$ cat config.mk
export PLATFORM = sky130hd
export DESIGN_NAME = fib_bcd_engine
export DESIGN_NICKNAME = d
export VERILOG_FILES = /design/src/rtl/fib_pkg.sv /design/src/rtl/bcd_digit_adder.sv /design/src/rtl/fib_bcd_engine.sv
export SDC_FILE = /design/constraint.sdc
export NUM_CORES = 1
export LEC_CHECK = 0
export CAP_MARGIN = 30
export CORE_ASPECT_RATIO = 1.4
export CORE_MARGIN = 1.5
export CORE_UTILIZATION = 40
export DETAILED_ROUTE_END_ITERATION = 8
export PLACE_DENSITY = 0.62
export SETUP_SLACK_MARGIN = 0.4
export SLEW_MARGIN = 20
export SYNTH_ARGS = -nofsm -noshare
export SYNTH_HDL_FRONTEND = slang
export SYNTH_HIERARCHICAL = 1
export SYNTH_SLANG_ARGS = --single-unit
$ cat constraint.sdc
create_clock -name clk_i -period 8.3 [get_ports clk_i]
set_input_delay 1.245 -clock clk_i [delete_from_list [all_inputs] [get_ports clk_i]]
set_output_delay 1.245 -clock clk_i [all_outputs]
set_load 0.1 [all_outputs]
$ cat src/rtl/fib_pkg.sv
// Shared types and BCD helpers for the Fibonacci BCD engine.
package fib_pkg;

  localparam int BCD_W      = 4;
  localparam int MAX_DIGITS = 8;
  localparam int MAX_BCD_W  = BCD_W * MAX_DIGITS;

  typedef enum logic [1:0] {
    IDLE,
    RUN,
    DONE
  } fib_state_t;

  // Only the low ndig digits of the zero-extended operand are examined.
  function automatic logic bcd_valid(input logic [MAX_BCD_W-1:0] bcd, input int ndig);
    logic ok;
    ok = 1'b1;
    for (int i = 0; i < MAX_DIGITS; i++) begin
      if (i < ndig && bcd[i*BCD_W +: BCD_W] > 4'd9) ok = 1'b0;
    end
    return ok;
  endfunction

  function automatic int unsigned bcd_to_bin(input logic [MAX_BCD_W-1:0] bcd, input int ndig);
    int unsigned acc;
    acc = 0;
    for (int i = MAX_DIGITS - 1; i >= 0; i--) begin
      if (i < ndig) acc = acc * 32'd10 + 32'(bcd[i*BCD_W +: BCD_W]);
    end
    return acc;
  endfunction

endpackage

$ cat src/rtl/bcd_digit_adder.sv
// One BCD digit plus carry-in; combinational, no flow control.
module bcd_digit_adder
  import fib_pkg::*;
(
  input  logic [BCD_W-1:0] a_i,
  input  logic [BCD_W-1:0] b_i,
  input  logic             c_i,
  output logic [BCD_W-1:0] s_o,
  output logic             c_o
);

  logic [BCD_W:0] bin_sum;
  logic [BCD_W:0] adj_sum;

  always_comb begin
    bin_sum = {1'b0, a_i} + {1'b0, b_i} + {{BCD_W{1'b0}}, c_i};
    adj_sum = bin_sum + 5'd6;
    if (bin_sum > 5'd9) begin
      s_o = adj_sum[BCD_W-1:0];
      c_o = 1'b1;
    end else begin
      s_o = bin_sum[BCD_W-1:0];
      c_o = 1'b0;
    end
  end

endmodule

$ cat src/rtl/fib_bcd_engine.sv
// Computes F(n) in BCD, one iteration per cycle: done n+1 cycles after accept (earlier on overflow).
// Start is only taken while ready_o is high; requests during RUN/DONE are dropped.
module fib_bcd_engine
  import fib_pkg::*;
#(
  parameter int DIGITS    = 4,
  parameter int IN_DIGITS = 2
) (
  input  logic                      clk_i,
  input  logic                      reset_ni,
  input  logic                      start_i,
  input  logic [BCD_W*IN_DIGITS-1:0] n_bcd_i,
  output logic                      ready_o,
  output logic                      done_o,
  output logic [BCD_W*DIGITS-1:0]   result_bcd_o,
  output logic                      overflow_o,
  output logic                      error_o
);

  localparam int RW    = BCD_W * DIGITS;
  localparam int NW    = BCD_W * IN_DIGITS;
  localparam int CNT_W = $clog2(10 ** IN_DIGITS);

  fib_state_t        state_q, state_d;
  logic [RW-1:0]     a_q, a_d, b_q, b_d;
  logic              a_ovf_q, a_ovf_d, b_ovf_q, b_ovf_d;
  logic [CNT_W-1:0]  cnt_q, cnt_d;
  logic              ready_q, ready_d, done_q, done_d;
  logic [RW-1:0]     result_q, result_d;
  logic              overflow_q, overflow_d, error_q, error_d;

  logic [MAX_BCD_W-1:0] n_ext;
  logic                 n_ok;
  logic [CNT_W-1:0]     n_bin;
  logic [RW-1:0]        sum;
  logic [RW-1:0]        nines;
  logic [DIGITS:0]      carry;

  always_comb begin
    n_ext          = '0;
    n_ext[NW-1:0]  = n_bcd_i;
    n_ok           = bcd_valid(n_ext, IN_DIGITS);
    n_bin          = CNT_W'(bcd_to_bin(n_ext, IN_DIGITS));
  end

  assign carry[0] = 1'b0;

  for (genvar g = 0; g < DIGITS; g++) begin : g_digit
    bcd_digit_adder u_add (
      .a_i (a_q[g*BCD_W +: BCD_W]),
      .b_i (b_q[g*BCD_W +: BCD_W]),
      .c_i (carry[g]),
      .s_o (sum[g*BCD_W +: BCD_W]),
      .c_o (carry[g+1])
    );
    assign nines[g*BCD_W +: BCD_W] = 4'd9;
  end

  always_comb begin
    state_d    = state_q;
    a_d        = a_q;
    b_d        = b_q;
    a_ovf_d    = a_ovf_q;
    b_ovf_d    = b_ovf_q;
    cnt_d      = cnt_q;
    ready_d    = ready_q;
    done_d     = 1'b0;
    result_d   = result_q;
    overflow_d = overflow_q;
    error_d    = error_q;

    case (state_q)
      IDLE: begin
        ready_d = 1'b1;
        if (start_i) begin
          ready_d = 1'b0;
          if (!n_ok) begin
            state_d    = DONE;
            done_d     = 1'b1;
            result_d   = '0;
            overflow_d = 1'b0;
            error_d    = 1'b1;
          end else begin
            state_d = RUN;
            a_d     = '0;
            b_d     = RW'(1);
            a_ovf_d = 1'b0;
            b_ovf_d = 1'b0;
            cnt_d   = n_bin;
          end
        end
      end

      RUN: begin
        if (cnt_q == '0) begin
          state_d    = DONE;
          done_d     = 1'b1;
          result_d   = a_ovf_q ? nines : a_q;
          overflow_d = a_ovf_q;
          error_d    = 1'b0;
        end else begin
          a_d     = b_q;
          a_ovf_d = b_ovf_q;
          b_d     = sum;
          b_ovf_d = a_ovf_q | b_ovf_q | carry[DIGITS];
          cnt_d   = cnt_q - 1'b1;
          // The value moving into a is already past range: no later step can recover it.
          if (b_ovf_q) begin
            state_d    = DONE;
            done_d     = 1'b1;
            result_d   = nines;
            overflow_d = 1'b1;
            error_d    = 1'b0;
          end
        end
      end

      DONE: begin
        state_d = IDLE;
        ready_d = 1'b1;
      end

      default: begin
        state_d = IDLE;
        ready_d = 1'b1;
      end
    endcase
  end

  always_ff @(posedge clk_i or negedge reset_ni) begin
    if (!reset_ni) begin
      state_q    <= IDLE;
      a_q        <= '0;
      b_q        <= '0;
      a_ovf_q    <= 1'b0;
      b_ovf_q    <= 1'b0;
      cnt_q      <= '0;
      ready_q    <= 1'b1;
      done_q     <= 1'b0;
      result_q   <= '0;
      overflow_q <= 1'b0;
      error_q    <= 1'b0;
    end else begin
      state_q    <= state_d;
      a_q        <= a_d;
      b_q        <= b_d;
      a_ovf_q    <= a_ovf_d;
      b_ovf_q    <= b_ovf_d;
      cnt_q      <= cnt_d;
      ready_q    <= ready_d;
      done_q     <= done_d;
      result_q   <= result_d;
      overflow_q <= overflow_d;
      error_q    <= error_d;
    end
  end

  assign ready_o      = ready_q;
  assign done_o       = done_q;
  assign result_bcd_o = result_q;
  assign overflow_o   = overflow_q;
  assign error_o      = error_q;

endmodule

==> metrics.cfg, run 1 <==
[placement]
gp_congestion=0.8192
dp_hpwl_um=5510
io_buffers=30
place_area_um2=4138

[grt]
track_usage_pct=18.35
grt_use_met2_pct=32.50
first_global_vias=3037
antenna_found_initial=0
use_met1_pct=21.62
grt_max_degree=64
gr-usage-met3_pct=3.787
grt_pass1_wl_um=14500
grt-busiest-layer=met2
grt-ovfl-total=0

[floorplanning]
start_util_pct=41.27
io_pins=31
fp-row-count=41
floorplan.die_area_um2=9966
core_um2=9080
die_w_um=84.80
die_y_um=117.5

[finish]
fin_area_um2=4518
final_cell_mix=71 x nand2_1, 62 x dfrtp_1, 39 x nand3_1
nFillCells=848
regArea_um2=1578
drive_gt1_share_pct=10.19
area_delta_synth_final_pct=20.57
num_antenna_cells=0
final_common_cell=nand2_1
nets=463
multi_input_area_um2=2066

[logic_synthesis]
synth_cells=388
syn-num-nets=434
avgSynthCellArea_um2=9.658
synth_ff_type=dfrtp_1
synth_area_leader_cell=dfrtp_1
synth_top_area_share_pct=41.40
synth_area_leaders=dfrtp_1 41%, ha_1 8.3%, nand2_1 7.1%
synth_seq_area_share_pct=42.10
synth_area_um2=3747
ys_async_sr_fraction_pct=100.0
synth_edf_count=0
ys_types=42
ys.warnings.count=6
synth-seq-cells=63

[worst_setup_path]
crit_type=register to register
crit-reg2reg-capture=b_q[14]$_DFFE_PN0P_
critPathBufInv=0
critical_path_required_ps=8550
end_kind=register
critPathLaunch=a_q[0]$_DFFE_PN0P_
cp_common_cell=fa_1
cpPeakStageDelay_ps=470
r2r_start=a_q[0]$_DFFE_PN0P_
worst-path-max-fanout=3
worst-r2r-cell-count=27
slowest_stage=fa_1
worst-endpoint-arrival_ps=7790
r2r_slack_ps=770
path_delay_family=adder cells
critPathLaunchType=register

[power]
ir_drop_uv=172.5
p_per_area_nw_per_um2=289.5
p_leak_nw=2.169

[clock_tree]
clkSinkCount=63
clock_path_buffers=2
clock-root-buffer=clkbuf_16
clock_latency_ps=320
cts_tree=done
hold_buffers=0
clk_pin_slew_ps=60
h-tree-depth=3
numCtsBuffers=9

[sta]
finalSetupViolations=0
fin_skew_ps=9.192
max-slew-margin-rel_pct=35.30
max_freq_ghz=0.1328
tightest_slew_ps=967.4
post-route-period-util_pct=90.73
hold_viol_final=0
period_needed_ps=7531
tns_ps=0
slew_viol_final=0
rsz0062_at_grt=false

[detailed_routing]
firstDrtPassIters=6
drt-vias-per-instance=5.501
via_count=2910
ant_nets=0
initialDrtViolationCount=115
remaining_drc_errors=4
wl_per_cell_um=15.64
totalWireLength_um=8276

[flow_run]
cap_violations=0

[min_path]
holdCritStartpoint=a_ovf_q$_DFFE_PN0P_
holdPathEnd=a_ovf_q$_DFFE_PN0P_
holdCritPathClass=register to register
min_path_cells=2

[run_status]
outcome=finished, violations left
violations=DRC

[cells by family after synthesis]
group	synth area share, %
and+or+nand+nor	18.73
AOI/OAI and AO/OA	16.76
DFF	42.10
buffers and inverters	4.240
adders and majority gates	13.69
xor gates and xnor gates	3.038
muxes	1.336
other	0.1001
[repair_timing]
item	CTS	global route
endpoints found under the setup margin	0	4
setup buffers	0	3
resized for setup	0	7
[area by class of cell]
| type | instances | share of cell area, % |
|---|---|---|
| Multi-Input combinational cell | 287 | 45.72 |
| Sequential cell | 63 | 34.92 |
| Timing Repair Buffer | 36 | 7.533 |
| Clock buffer | 13 | 5.760 |
| Tap cell | 107 | 2.963 |
| Inverter | 20 | 1.662 |
| Clock inverter | 3 | 1.440 |
[worst register-to-register path, cell delays in order (launching register included)]
cell	delay [ps]
dfrtp_1	400
fa_1	470
fa_2	390
xnor2_2	240
ha_1	230
a31o_1	180
o31ai_4	110
fa_1	430
fa_1	450
xnor2_2	210
ha_2	220
a31o_1	170
o31ai_4	110
fa_1	430
fa_1	440
xnor2_2	220
ha_1	220
a31o_1	180
o31ai_4	110
fa_1	430
fa_1	420
xnor2_1	190
ha_1	260
a31o_1	240
o31ai_4	320
mux2i_1	210
nand3_1	80
nand2_1	90
[flip-flops by register name, summed over array words and instances, names as in the netlist]
name / cells
a_q: 16
b_q: 16
result_bcd_o: 16
cnt_q: 7
state_q: 2
a_ovf_q: 1
b_ovf_q: 1
done_o: 1
error_o: 1
overflow_o: 1
ready_o: 1
[worst max path at each step]
stage	endpoint	depth (start not counted)
finish	b_q[14]$_DFFE_PN0P_	27
global route	b_q[14]$_DFFE_PN0P_	27
CTS	b_q[14]$_DFFE_PN0P_	27
detailed placement	b_q[14]$_DFFE_PN0P_	27
global placement	b_q[14]$_DFFE_PN0P_	27
floorplan	b_q[14]$_DFFE_PN0P_	27
[report_power, final]
group	switching [W]	leakage (nW)	total [W]	internal (W)
Clock	0.000130	0.160	0.000409	0.000279
Sequential	0.0000427	0.850	0.000399	0.000356
Combinational	0.000353	1.16	0.000500	0.000147
[Yosys cell counts (2+ instances only)]
master and number:
a2111oi_0 4, a21o_2 4, a21oi_1 22, a22o_1 11, a31o_1 4, and3_1 4, buf_1 3, buf_2 7
clkbuf_1 7, dfrtp_1 62, fa_1 10, ha_1 25, inv_1 20, mux2i_1 5, nand2_1 71, nand2b_1 6
nand3_1 39, nor2_1 16, nor2b_1 6, nor3_1 3, o21ai_0 9, o21ai_1 2, o22ai_1 6, o2bb2ai_1 9
o31ai_4 4, o32a_1 2, xnor2_1 10, xor2_1 3
[through the flow]
| step | std cells | power (W) | hold slack [ps] | worst slack [ps] | util (%) |
|---|---|---|---|---|---|
| final | 529 | 0.001308 | 476.6 | 769.3 | 49.76 |
| after global routing | 529 | 0.001388 | 505.5 | 369.9 | 49.76 |
| after CTS | 526 | 0.001316 | 477.6 | 513.6 | 49.15 |
| after detailed placement | 510 | 0.0008971 | 465.0 | 616.6 | 45.57 |
| after global placement | 510 | 0.0008855 | 469.8 | 975.9 | 45.57 |
| after floorplan | 388 | 0.0007765 | 446.8 | 1263 | - |
[layer usage]
| metal | share of wire [%] | wire (µm) |
|---|---|---|
| met5 | 0 | 0 |
| met2 | 53 | 4398 |
| met3 | 2.2 | 181 |
| met1 | 42 | 3514 |
| met4 | 2.2 | 182 |
(Power assumes the default switching activity.)
==> inputs of run 2 (changes only) <==
--- a/config.mk
+++ b/config.mk
@@ -12,6 +12,7 @@
 export DETAILED_ROUTE_END_ITERATION = 8
 export PLACE_DENSITY = 0.62
 export SETUP_SLACK_MARGIN = 0.4
+export SKIP_LAST_GASP = 1
 export SLEW_MARGIN = 20
 export SYNTH_ARGS = -nofsm -noshare
 export SYNTH_HDL_FRONTEND = slang
==> results of run 2 <==
Final layout, timing and power as in run 1 (identical DEF).
